==> src/rtl/traffic_light_ctrl_if.sv <==
// -----------------------------------------------------------------------------
// traffic_light_ctrl_if
//   Bundles the time base, mode/sensor inputs and lamp-pad outputs of the
//   traffic-light sequencer.
//
//   Strobe contract: tick is a single-clk pulse synchronous to clk. The
//   controller counts one tick on every clk edge where tick = 1, so a tick held
//   high for N clocks counts N times. The source must therefore deliver exactly
//   one cycle per time-base period. enable, side_car and ped_req are plain
//   levels sampled on every clk edge. All outputs are registered.
//
//   Signals:
//     tick       time-base pulse          (master -> slave)
//     enable     1 normal, 0 fail-safe    (master -> slave)
//     side_car   side-road sensor level   (master -> slave)
//     ped_req    pedestrian button        (master -> slave)
//     main_lamp  {red,yellow,green} main  (slave -> master)
//     side_lamp  {red,yellow,green} side  (slave -> master)
//     walk       walk lamp                (slave -> master)
//     dont_walk  don't-walk lamp          (slave -> master)
//     ped_wait   request registered       (slave -> master)
//     state_dbg  current state encoding   (slave -> master)
// -----------------------------------------------------------------------------
interface traffic_light_ctrl_if;
  logic       tick;
  logic       enable;
  logic       side_car;
  logic       ped_req;
  logic [2:0] main_lamp;
  logic [2:0] side_lamp;
  logic       walk;
  logic       dont_walk;
  logic       ped_wait;
  logic [3:0] state_dbg;

  modport master (
    output tick, enable, side_car, ped_req,
    input  main_lamp, side_lamp, walk, dont_walk, ped_wait, state_dbg
  );

  modport slave (
    input  tick, enable, side_car, ped_req,
    output main_lamp, side_lamp, walk, dont_walk, ped_wait, state_dbg
  );
endinterface

==> src/rtl/traffic_light_ctrl.sv <==
// -----------------------------------------------------------------------------
// traffic_light_ctrl
//   Tick-driven sequencer for a main road, a side road and a pedestrian
//   crossing. Every phase lasts a whole number of ticks; side-road and
//   pedestrian demand are latched into pending flags and served after the
//   minimum main green. enable = 0 drops into a flashing fail-safe mode.
//
//   Ports:
//     clk    system clock
//     rst_n  asynchronous active-low reset
//     bus    traffic_light_ctrl_if.slave (tick, enable, side_car, ped_req in;
//            lamps, ped_wait, state_dbg out)
// -----------------------------------------------------------------------------
module traffic_light_ctrl #(
  parameter int MAIN_GREEN_T = 20,
  parameter int SIDE_GREEN_T = 10,
  parameter int YELLOW_T     = 3,
  parameter int ALLRED_T     = 1,
  parameter int WALK_T       = 8,
  parameter int CLEAR_T      = 4
) (
  input  logic                 clk,
  input  logic                 rst_n,
  traffic_light_ctrl_if.slave  bus
);

  if (MAIN_GREEN_T < 1 || MAIN_GREEN_T > 255 || SIDE_GREEN_T < 1 || SIDE_GREEN_T > 255 ||
      YELLOW_T < 1 || YELLOW_T > 255 || ALLRED_T < 1 || ALLRED_T > 255 ||
      WALK_T < 1 || WALK_T > 255 || CLEAR_T < 1 || CLEAR_T > 255) begin : g_bad_duration
    $error("traffic_light_ctrl: every duration parameter must be in 1..255");
  end

  typedef enum logic [3:0] {
    S_INIT   = 4'd0,
    S_MAIN_G = 4'd1,
    S_MAIN_Y = 4'd2,
    S_AR1    = 4'd3,
    S_SIDE_G = 4'd4,
    S_SIDE_Y = 4'd5,
    S_AR2    = 4'd6,
    S_WALK   = 4'd7,
    S_CLEAR  = 4'd8,
    S_FLASH  = 4'd9
  } state_e;

  state_e     state_q, state_d;
  logic [7:0] timer_q, timer_d;
  logic       flash_q, flash_d;
  logic       side_pending_q, side_pending_d;
  logic       ped_pending_q, ped_pending_d;
  logic [2:0] main_lamp_q, main_lamp_d;
  logic [2:0] side_lamp_q, side_lamp_d;
  logic       walk_q, walk_d;
  logic       dont_walk_q, dont_walk_d;
  logic       expired;

  // Timer reload value (duration - 1) for the state being entered.
  function automatic logic [7:0] dur_m1(state_e s);
    case (s)
      S_INIT, S_AR1, S_AR2: dur_m1 = 8'(ALLRED_T - 1);
      S_MAIN_G:             dur_m1 = 8'(MAIN_GREEN_T - 1);
      S_MAIN_Y, S_SIDE_Y:   dur_m1 = 8'(YELLOW_T - 1);
      S_SIDE_G:             dur_m1 = 8'(SIDE_GREEN_T - 1);
      S_WALK:               dur_m1 = 8'(WALK_T - 1);
      S_CLEAR:              dur_m1 = 8'(CLEAR_T - 1);
      default:              dur_m1 = 8'd0;
    endcase
  endfunction

  assign expired = bus.tick && (timer_q == 8'd0);

  always_comb begin
    state_d        = state_q;
    timer_d        = timer_q;
    flash_d        = 1'b0;
    side_pending_d = side_pending_q;
    ped_pending_d  = ped_pending_q;
    main_lamp_d    = 3'b100;
    side_lamp_d    = 3'b100;
    walk_d         = 1'b0;
    dont_walk_d    = 1'b1;

    // Next state: fail-safe first, then leaving FLASH, then phase expiry.
    if (!bus.enable) begin
      state_d = S_FLASH;
    end else if (state_q == S_FLASH) begin
      state_d = S_INIT;
    end else if (expired) begin
      case (state_q)
        S_INIT:   state_d = S_MAIN_G;
        // Without demand MAIN_G simply stays, timer parked at 0, so the
        // first tick after a flag rises moves on.
        S_MAIN_G: if (side_pending_q || ped_pending_q) state_d = S_MAIN_Y;
        S_MAIN_Y: state_d = S_AR1;
        S_AR1:    state_d = side_pending_q ? S_SIDE_G : S_WALK;
        S_SIDE_G: state_d = S_SIDE_Y;
        S_SIDE_Y: state_d = S_AR2;
        S_AR2:    state_d = ped_pending_q ? S_WALK : S_MAIN_G;
        S_WALK:   state_d = S_CLEAR;
        S_CLEAR:  state_d = S_MAIN_G;
        default:  state_d = S_INIT;
      endcase
    end

    // The transitioning tick is not counted in the new state.
    if (state_d != state_q) begin
      timer_d = dur_m1(state_d);
    end else if (bus.tick && timer_q != 8'd0) begin
      timer_d = timer_q - 8'd1;
    end

    // flash doubles as the CLEAR don't-walk phase: starts at 1, flips per tick.
    if (state_d == S_FLASH || state_d == S_CLEAR) begin
      flash_d = (state_d != state_q) ? 1'b1 : (flash_q ^ bus.tick);
    end

    if (bus.side_car && state_q != S_SIDE_G) side_pending_d = 1'b1;
    if (bus.ped_req && state_q != S_WALK)    ped_pending_d  = 1'b1;
    // Entry clears override a same-cycle set.
    if (state_d == S_SIDE_G) side_pending_d = 1'b0;
    if (state_d == S_WALK)   ped_pending_d  = 1'b0;
    if (state_d == S_FLASH || state_q == S_FLASH) begin
      side_pending_d = 1'b0;
      ped_pending_d  = 1'b0;
    end

    // Lamps are registered from the next state so they change with state_q.
    case (state_d)
      S_MAIN_G: main_lamp_d = 3'b001;
      S_MAIN_Y: main_lamp_d = 3'b010;
      S_SIDE_G: side_lamp_d = 3'b001;
      S_SIDE_Y: side_lamp_d = 3'b010;
      S_WALK: begin
        walk_d      = 1'b1;
        dont_walk_d = 1'b0;
      end
      S_CLEAR:  dont_walk_d = flash_d;
      S_FLASH: begin
        main_lamp_d = {1'b0, flash_d, 1'b0};
        side_lamp_d = {flash_d, 2'b00};
        dont_walk_d = 1'b0;
      end
      default: ;
    endcase
  end

  always_ff @(posedge clk or negedge rst_n) begin
    if (!rst_n) begin
      state_q        <= S_INIT;
      timer_q        <= 8'(ALLRED_T - 1);
      flash_q        <= 1'b0;
      side_pending_q <= 1'b0;
      ped_pending_q  <= 1'b0;
      main_lamp_q    <= 3'b100;
      side_lamp_q    <= 3'b100;
      walk_q         <= 1'b0;
      dont_walk_q    <= 1'b1;
    end else begin
      state_q        <= state_d;
      timer_q        <= timer_d;
      flash_q        <= flash_d;
      side_pending_q <= side_pending_d;
      ped_pending_q  <= ped_pending_d;
      main_lamp_q    <= main_lamp_d;
      side_lamp_q    <= side_lamp_d;
      walk_q         <= walk_d;
      dont_walk_q    <= dont_walk_d;
    end
  end

  assign bus.main_lamp = main_lamp_q;
  assign bus.side_lamp = side_lamp_q;
  assign bus.walk      = walk_q;
  assign bus.dont_walk = dont_walk_q;
  assign bus.ped_wait  = ped_pending_q;
  assign bus.state_dbg = state_q;

endmodule
==> src/flat_wrapper.sv <==
// flat-port wrapper written by rule: the top's interface ports become plain ports
module traffic_light_ctrl_flat 
#(
  parameter int MAIN_GREEN_T = 20,
  parameter int SIDE_GREEN_T = 10,
  parameter int YELLOW_T     = 3,
  parameter int ALLRED_T     = 1,
  parameter int WALK_T       = 8,
  parameter int CLEAR_T      = 4
)
  (clk, rst_n, bus_tick, bus_enable, bus_side_car, bus_ped_req, bus_main_lamp, bus_side_lamp, bus_walk, bus_dont_walk, bus_ped_wait, bus_state_dbg);
  traffic_light_ctrl_if bus_i ();
  input  logic clk;
  input  logic rst_n;
  input wire logic [$bits(bus_i.tick)-1:0] bus_tick;
  input wire logic [$bits(bus_i.enable)-1:0] bus_enable;
  input wire logic [$bits(bus_i.side_car)-1:0] bus_side_car;
  input wire logic [$bits(bus_i.ped_req)-1:0] bus_ped_req;
  output wire logic [$bits(bus_i.main_lamp)-1:0] bus_main_lamp;
  output wire logic [$bits(bus_i.side_lamp)-1:0] bus_side_lamp;
  output wire logic [$bits(bus_i.walk)-1:0] bus_walk;
  output wire logic [$bits(bus_i.dont_walk)-1:0] bus_dont_walk;
  output wire logic [$bits(bus_i.ped_wait)-1:0] bus_ped_wait;
  output wire logic [$bits(bus_i.state_dbg)-1:0] bus_state_dbg;
  assign bus_i.tick = bus_tick;
  assign bus_i.enable = bus_enable;
  assign bus_i.side_car = bus_side_car;
  assign bus_i.ped_req = bus_ped_req;
  assign bus_main_lamp = bus_i.main_lamp;
  assign bus_side_lamp = bus_i.side_lamp;
  assign bus_walk = bus_i.walk;
  assign bus_dont_walk = bus_i.dont_walk;
  assign bus_ped_wait = bus_i.ped_wait;
  assign bus_state_dbg = bus_i.state_dbg;
  traffic_light_ctrl #(.MAIN_GREEN_T(MAIN_GREEN_T), .SIDE_GREEN_T(SIDE_GREEN_T), .YELLOW_T(YELLOW_T), .ALLRED_T(ALLRED_T), .WALK_T(WALK_T), .CLEAR_T(CLEAR_T)) u_core (.clk(clk), .rst_n(rst_n), .bus(bus_i));
endmodule
==> config.mk <==
export PLATFORM = sky130hd
export DESIGN_NAME = traffic_light_ctrl_flat
export DESIGN_NICKNAME = d
export VERILOG_FILES = /design/src/rtl/traffic_light_ctrl_if.sv /design/src/rtl/traffic_light_ctrl.sv /design/src/flat_wrapper.sv
export SDC_FILE = /design/constraint.sdc
export NUM_CORES = 1
export LEC_CHECK = 0
export CELL_PAD_IN_SITES_DETAIL_PLACEMENT = 0
export CELL_PAD_IN_SITES_GLOBAL_PLACEMENT = 1
export CORE_UTILIZATION = 39
export DETAILED_ROUTE_END_ITERATION = 12
export PLACE_DENSITY = 0.86
export SLEW_MARGIN = 20
export SYNTH_ARGS = -nofsm -noshare
export SYNTH_HDL_FRONTEND = slang
export SYNTH_SLANG_ARGS = --single-unit
==> constraint.sdc <==
create_clock -name clk -period 2.3 [get_ports clk]
set_input_delay 0.46 -clock clk [delete_from_list [all_inputs] [get_ports clk]]
set_output_delay 0.46 -clock clk [all_outputs]
set_load 0.02 [all_outputs]
==> out/results.txt, run 1 <==
Mapped Cells: 142
first drt pass iteration count: 4
startpoint-to-endpoint class of the critical path: reg -> reg
total power: 1.92 mW
sequence of cells on the critical path: buf_4 > or2b_1 > a22oi_1 > nand2_1 > o211ai_1 > nand2_2 > inv_1 > ha_2 > nand3_2 > a21bo_1 > o22ai_1
ranking of synthesized cells by instance count: 20 x sky130_fd_sc_hd__dfrtp_1, 11 x sky130_fd_sc_hd__inv_1, 10 x sky130_fd_sc_hd__nor2_1, 9 x sky130_fd_sc_hd__nand2_1, 7 x sky130_fd_sc_hd__nand3_1
Syn Nets: 154
Routed WL: 3.40 mm
number of instances in the placed design: 235
share of flip-flops with an asynchronous set or reset: 100%
CP endpoint kind: register
clock skew: 0.00148 ns
Layout Area Growth over Synthesis: 37.3%
number of endpoints with negative hold slack in the final report: 0
Layout Nets: 206
transition time at the pin with the least slew margin: 0.572 ns
kind of start point of the critical path: register
RSZ-0062 raised after global routing: false
average footprint of a synthesized cell: 10.4 sq um
buffer depth of the longest clock path: 2
TritonCTS clock tree: done
leakage component of the power: 0.889 nW
antenna violations before repair: 0
number of maximum-capacitance constraint violations: 0
cell area power density: 945 nW/um^2
wire length of the first global-routing pass: 5.91 mm
achievable clock frequency: 0.455 GHz
Port Buffer Count: 18
Routability Congestion: 0.873
via count of the first global-routing pass: 1307
DRT iter0 DRCs: 72
detailed placement HPWL: 2.53 mm
Site Rows: 22
number of buffers created by CTS: 3
Clock Sink Count: 23
CP Data Required Time: 2.49 ns
GRT Total Usage: 18.7%
class of the tightest hold or removal check: in -> async
count of cell types in the netlist: 49
worst setup path startpoint: u_core.bus.state_dbg[1]
clock network latency to the later pin of the worst-skew pair: 0.27 ns
Vias: 1234
remaining number of nets flagged by the antenna check after routing: 0
data arrival time of the worst path: 2.39 ns
final setup violation count: 0
Starting Density: 40.4%
hold buffers post-CTS: 0
sequential cell area fraction in the yosys report: 39.2%
total inserted antenna cells: 0
Max-slew headroom: 61.6%
WL/cell: 14.1 um
crit path max-delay cell type: sky130_fd_sc_hd__dfrtp_2
Ys Warns: 0
horizontal die dimension: 63.6 um
Worst-path clk slew: 0.08 ns
cell type with the highest aggregate area in the netlist: sky130_fd_sc_hd__dfrtp_1
final critical-path required period: 2.20 ns
I/O pin count: 19
commonest register cell after synthesis: sky130_fd_sc_hd__dfrtp_1
post-synthesis instance area: 1480 sq um
setup TNS: 0 ns
post-route insts no fill: 241
height of the die: 63.6 um
area share of the leading cell type in the synthesized netlist: 33.8%
share of the cycle needed by the critical path after routing: 95.6%
flop and latch count out of synthesis: 23
global route overflow: 0
area of the core: 3660 sq um
max-slew violation total from the final report: 0
most instantiated library cell after synthesis: sky130_fd_sc_hd__dfrtp_1
synth top area cells: sky130_fd_sc_hd__dfrtp_1 34%, sky130_fd_sc_hd__dfstp_2 5.3%, sky130_fd_sc_hd__ha_1 5.1%, sky130_fd_sc_hd__xnor2_1 3.6%, sky130_fd_sc_hd__buf_6 3.0%
highest ir drop seen on vdd: 0.451 mV
Die Footprint: 4040 sq um
DRC violation count after routing: 0
via count normalized by instance count: 5.12
status: finished clean
pin count of the biggest net entering global routing: 24
fraction of layout cells with a size suffix above 1: 36.3%
startpoint of the most critical register-to-register path: u_core.bus.state_dbg[1]
EDFF count, synth: 0
Crit path largest cell delay: 0.46 ns
critical path fanouts, max: 8
count of H-tree levels built during CTS: 1
root buffer cell: sky130_fd_sc_hd__clkbuf_8
-- cells by family after synthesis --
family,Yosys count,synth area share [%]
flip-flops,23,39.2
multiplexers,1,0.761
AO/OA/AOI/OAI,31,18.8
AND/OR/NAND/NOR,56,24.2
XOR/XNOR,8,4.74
adder cells (fa/ha/maj),6,5.08
buffers and inverters,17,7.28
-- power by group --
part           total, mW  internal [mW]  switching (mW)  leakage [nW]
registers          0.611          0.524          0.0865         0.288
clock network      0.250          0.121           0.129        0.0255
logic               1.06          0.543           0.516         0.576
-- metrics by stage --
stage	hold WS [ns]	utilization, %	setup WS [ns]	area [sq um]
detailed placement	0.598	52.3	-0.420	1910
global placement	0.584	52.3	-0.346	1910
finish	0.538	55.5	0.101	2030
CTS	0.546	54.7	0.00915	2000
global route	0.574	55.5	0.00352	2030
floorplan	0.164	-	0.00875	1490
-- placed cells by master (no fill, tap or decap), drive strengths merged, types with 2 or more instances in the layout --
| cell type | Yosys | layout |
|---|---|---|
| and2 | 6 | 6 |
| o22ai | 2 | 2 |
| xnor2 | 6 | 6 |
| o22a | 2 | 2 |
| or2b | 2 | 2 |
| dfrtp | 20 | 20 |
| a211oi | 2 | 2 |
| nor2 | 11 | 11 |
| nor4 | 4 | 4 |
| o21ai | 7 | 7 |
| clkbuf | 1 | 3 |
| clkdlybuf4s50 | 0 | 17 |
| nor2b | 2 | 2 |
| o211ai | 2 | 2 |
| a22oi | 2 | 2 |
| nand2 | 9 | 9 |
| inv | 11 | 11 |
| nand3 | 7 | 7 |
| xor2 | 2 | 2 |
| nor3 | 5 | 5 |
| ha | 6 | 6 |
| buf | 5 | 35 |
| nor4bb | 2 | 2 |
| dfstp | 3 | 3 |
| a21oi | 6 | 6 |
-- registers in the layout, summed over array words and instances (netlist names) --
register	count
u_core.bus.state_dbg	4
u_core.bus.dont_walk	1
u_core.bus.ped_wait	1
u_core.side_pending_q	1
u_core.bus.side_lamp	3
u_core.timer_q	8
u_core.bus.main_lamp	3
u_core.flash_q	1
u_core.bus.walk	1
-- metal layers --
layer / vias to the layer above / GRT usage [%] / wire length [um] / share of wire (%)
met2: 17 / 33.5 / 1780 / 52
met1: 604 / 22.3 / 1500 / 44
li1: 607 / - / - / -
met3: 6 / 2.36 / 74 / 2.2
met4: 0 / 7.10 / 50 / 1.5
met5: - / 0 / 0 / 0
-- critical path, delay by kind of cell (launching register included) --
kind / cells / cell delay, ns
AOI/OAI and AO/OA: 4 / 0.61
adders and majority gates: 1 / 0.22
buffers and inverters: 2 / 0.27
DFF: 1 / 0.46
and+or+nand+nor: 4 / 0.56
-- final cells by class --
class                           count  area [sq um]
Clock buffer                        3          41.3
Clock inverter                      1          5.00
Fill cell                         331          1630
Inverter                           11          41.3
Multi-Input combinational cell    102           856
Sequential cell                    23           582
Tap cell                           48          60.1
Timing Repair Buffer               53           445
-- path summary, 6_finish.rpt --
kind | end | slack, ns | cells past startpoint
max | u_core.bus.dont_walk | 0.10 | 11
min | u_core.bus.side_lamp[1] | 0.54 | 2
max reg2reg | u_core.bus.dont_walk | 0.10 | 11
min reg2reg | u_core.timer_q[5] | 0.61 | 2
max in group asynchronous | u_core.bus.dont_walk | 1.49 | 2
min in group clk | u_core.timer_q[5] | 0.61 | 2
-- repair_timing --
action | in CTS | in global routing
gates resized for setup | 6 | 6
buffers inserted | 2 | 0
setup endpoints to repair | 9 | 10
pin swaps | 2 | 3
Power figures use the tool's default switching activity.
==> run 2: changes to the inputs <==
--- a/config.mk
+++ b/config.mk
@@ -5,11 +5,12 @@
 export SDC_FILE = /design/constraint.sdc
 export NUM_CORES = 1
 export LEC_CHECK = 0
+export ABC_CLOCK_PERIOD_IN_PS = 2300
 export CELL_PAD_IN_SITES_DETAIL_PLACEMENT = 0
 export CELL_PAD_IN_SITES_GLOBAL_PLACEMENT = 1
-export CORE_UTILIZATION = 39
+export CORE_UTILIZATION = 35
 export DETAILED_ROUTE_END_ITERATION = 12
-export PLACE_DENSITY = 0.86
+export PLACE_DENSITY = 0.79
 export SLEW_MARGIN = 20
 export SYNTH_ARGS = -nofsm -noshare
 export SYNTH_HDL_FRONTEND = slang
==> out/results.txt, run 2 (same netlist as run 1, synthesis figures left out) <==
final critical-path required period: 2.18 ns
via count normalized by instance count: 4.94
pin count of the biggest net entering global routing: 24
combinational share of power: 54.9%
Worst-path clk slew: 0.07 ns
status: finished clean
Clock Sink Count: 23
DRT iter0 DRCs: 16
Crit path largest cell delay: 0.40 ns
first drt pass iteration count: 5
CP Data Required Time: 2.45 ns
crit path max-delay cell type: sky130_fd_sc_hd__dfrtp_1
number of buffers created by CTS: 3
hold buffers post-CTS: 0
antenna violations before repair: 0
worst slack, placed: -0.420 ns
Vias: 1186
GRT Total Usage: 16.2%
total power: 1.90 mW
final setup violation count: 0
startpoint-to-endpoint class of the critical path: reg -> reg
share of the cycle needed by the critical path after routing: 94.7%
hold slack final: 0.544 ns
setup TNS: 0 ns
number of instances in the placed design: 233
global route overflow: 0
root buffer cell: sky130_fd_sc_hd__clkbuf_8
register bank with the most flops: u_core.timer_q
layout filler cell count: 370
via count of the first global-routing pass: 1248
flop-to-flop setup slack: 0.12 ns
Port Buffer Count: 18
most frequent cells in the layout: 32 x sky130_fd_sc_hd__buf_4, 18 x sky130_fd_sc_hd__dfrtp_1, 17 x sky130_fd_sc_hd__clkdlybuf4s50_1
highest ir drop seen on vdd: 0.678 mV
number of endpoints with negative hold slack in the final report: 0
post-route insts no fill: 240
total inserted antenna cells: 0
RSZ-0062 raised after global routing: false
clock skew: 0.00231 ns
sequence of cells on the critical path: inv_2 > ha_4 > nor4bb_4 > and2_4 > mux2_4 > nand3_4 > ha_4 > a22o_1 > o22a_1
horizontal die dimension: 67.0 um
cell area power density: 939 nW/um^2
Layout Nets: 203
I/O pin count: 19
area of the core: 4030 sq um
DRC violation count after routing: 0
wire length of the first global-routing pass: 5.51 mm
fraction of layout cells with a size suffix above 1: 35.8%
flip-flop count of the largest register, all copies and words added: 8
cell repeated most along the worst path: sky130_fd_sc_hd__ha_4
clock network latency to the later pin of the worst-skew pair: 0.26 ns
switching power total: 0.707 mW
kind of start point of the critical path: register
class of the tightest hold or removal check: in -> async
WL/cell: 13.8 um
Routed WL: 3.31 mm
achievable clock frequency: 0.459 GHz
Internal: 1.19 mW
number of maximum-capacitance constraint violations: 0
clock network power share: 12.6%
buffer depth of the longest clock path: 2
leakage component of the power: 0.876 nW
CP endpoint kind: register
Layout Area Growth over Synthesis: 36.9%
critical path fanouts, max: 4
data arrival time of the worst path: 2.33 ns
remaining number of nets flagged by the antenna check after routing: 0
share of power burned in registers: 32.5%
count of H-tree levels built during CTS: 1
Routability Congestion: 0.835
transition time at the pin with the least slew margin: 0.511 ns
height of the die: 67.0 um
Site Rows: 23
max-slew violation total from the final report: 0
TritonCTS clock tree: done
post-layout utilization of the core: 50.2%
instance area after placement: 1890 sq um
final setup margin: 0.121 ns
detailed placement HPWL: 2.55 mm
Die Footprint: 4490 sq um
final design instance area without fill: 2020 sq um
Starting Density: 36.7%
Switching Fraction: 37.2%
Max-slew headroom: 65.7%
most common cell after layout, fill and taps aside: sky130_fd_sc_hd__buf_4
[run 2: metal layers]
layer / global-route usage (%) / routed length, um / vias to the layer above
met5: 0 / 0 / -
met4: 5.59 / 57 / 0
met3: 1.88 / 84 / 9
met2: 28.5 / 1730 / 17
met1: 20.0 / 1440 / 557
li1: - / - / 603
[run 2: final timing paths]
check                                      startpoint                 endpoint  cells after the start
max in group asynchronous                       rst_n  u_core.bus.side_lamp[2]                      2
worst max-delay path                u_core.timer_q[1]        u_core.timer_q[0]                      9
worst min register to register  u_core.side_pending_q    u_core.side_pending_q                      2
worst max register to register      u_core.timer_q[1]        u_core.timer_q[0]                      9
min in group clk                u_core.side_pending_q    u_core.side_pending_q                      2
worst min-delay path                            rst_n  u_core.bus.main_lamp[0]                      2
[run 2: power by group through the flow]
| stage | clock network (mW) | logic, mW | registers [mW] |
|---|---|---|---|
| after detailed placement | 0 | 0.957 | 0.620 |
| after floorplan | 0 | 0.532 | 0.686 |
| after CTS | 0.249 | 1.02 | 0.616 |
| final | 0.240 | 1.04 | 0.618 |
| after global routing | 0.262 | 1.16 | 0.632 |
| after global placement | 0 | 0.951 | 0.616 |
[run 2: critical path, delay by kind of cell (launching register included)]
family                   cells  cell delay (ns)
multiplexers                 1             0.31
AND/OR/NAND/NOR              3             0.53
flip-flops                   1             0.40
adder cells (fa/ha/maj)      2             0.35
buffers and inverters        1             0.09
AO/OA/AOI/OAI                2             0.40
[run 2: layout make-up]
type | instances | area [sq um] | area share (%)
sequential | 23 | 582 | 28.7
clock buffer | 4 | 45.0 | 2.22
inverter | 11 | 41.3 | 2.04
tap | 50 | 62.6 | 3.09
multi-input combinational | 102 | 871 | 43.0
timing repair buffer | 50 | 423 | 20.9
[run 2: what timing repair did]
action | in CTS | in global routing
pin swaps | 4 | 3
gates cloned | 0 | 0
resized for setup | 5 | 11
setup endpoints to repair | 8 | 9
setup buffers | 2 | 1
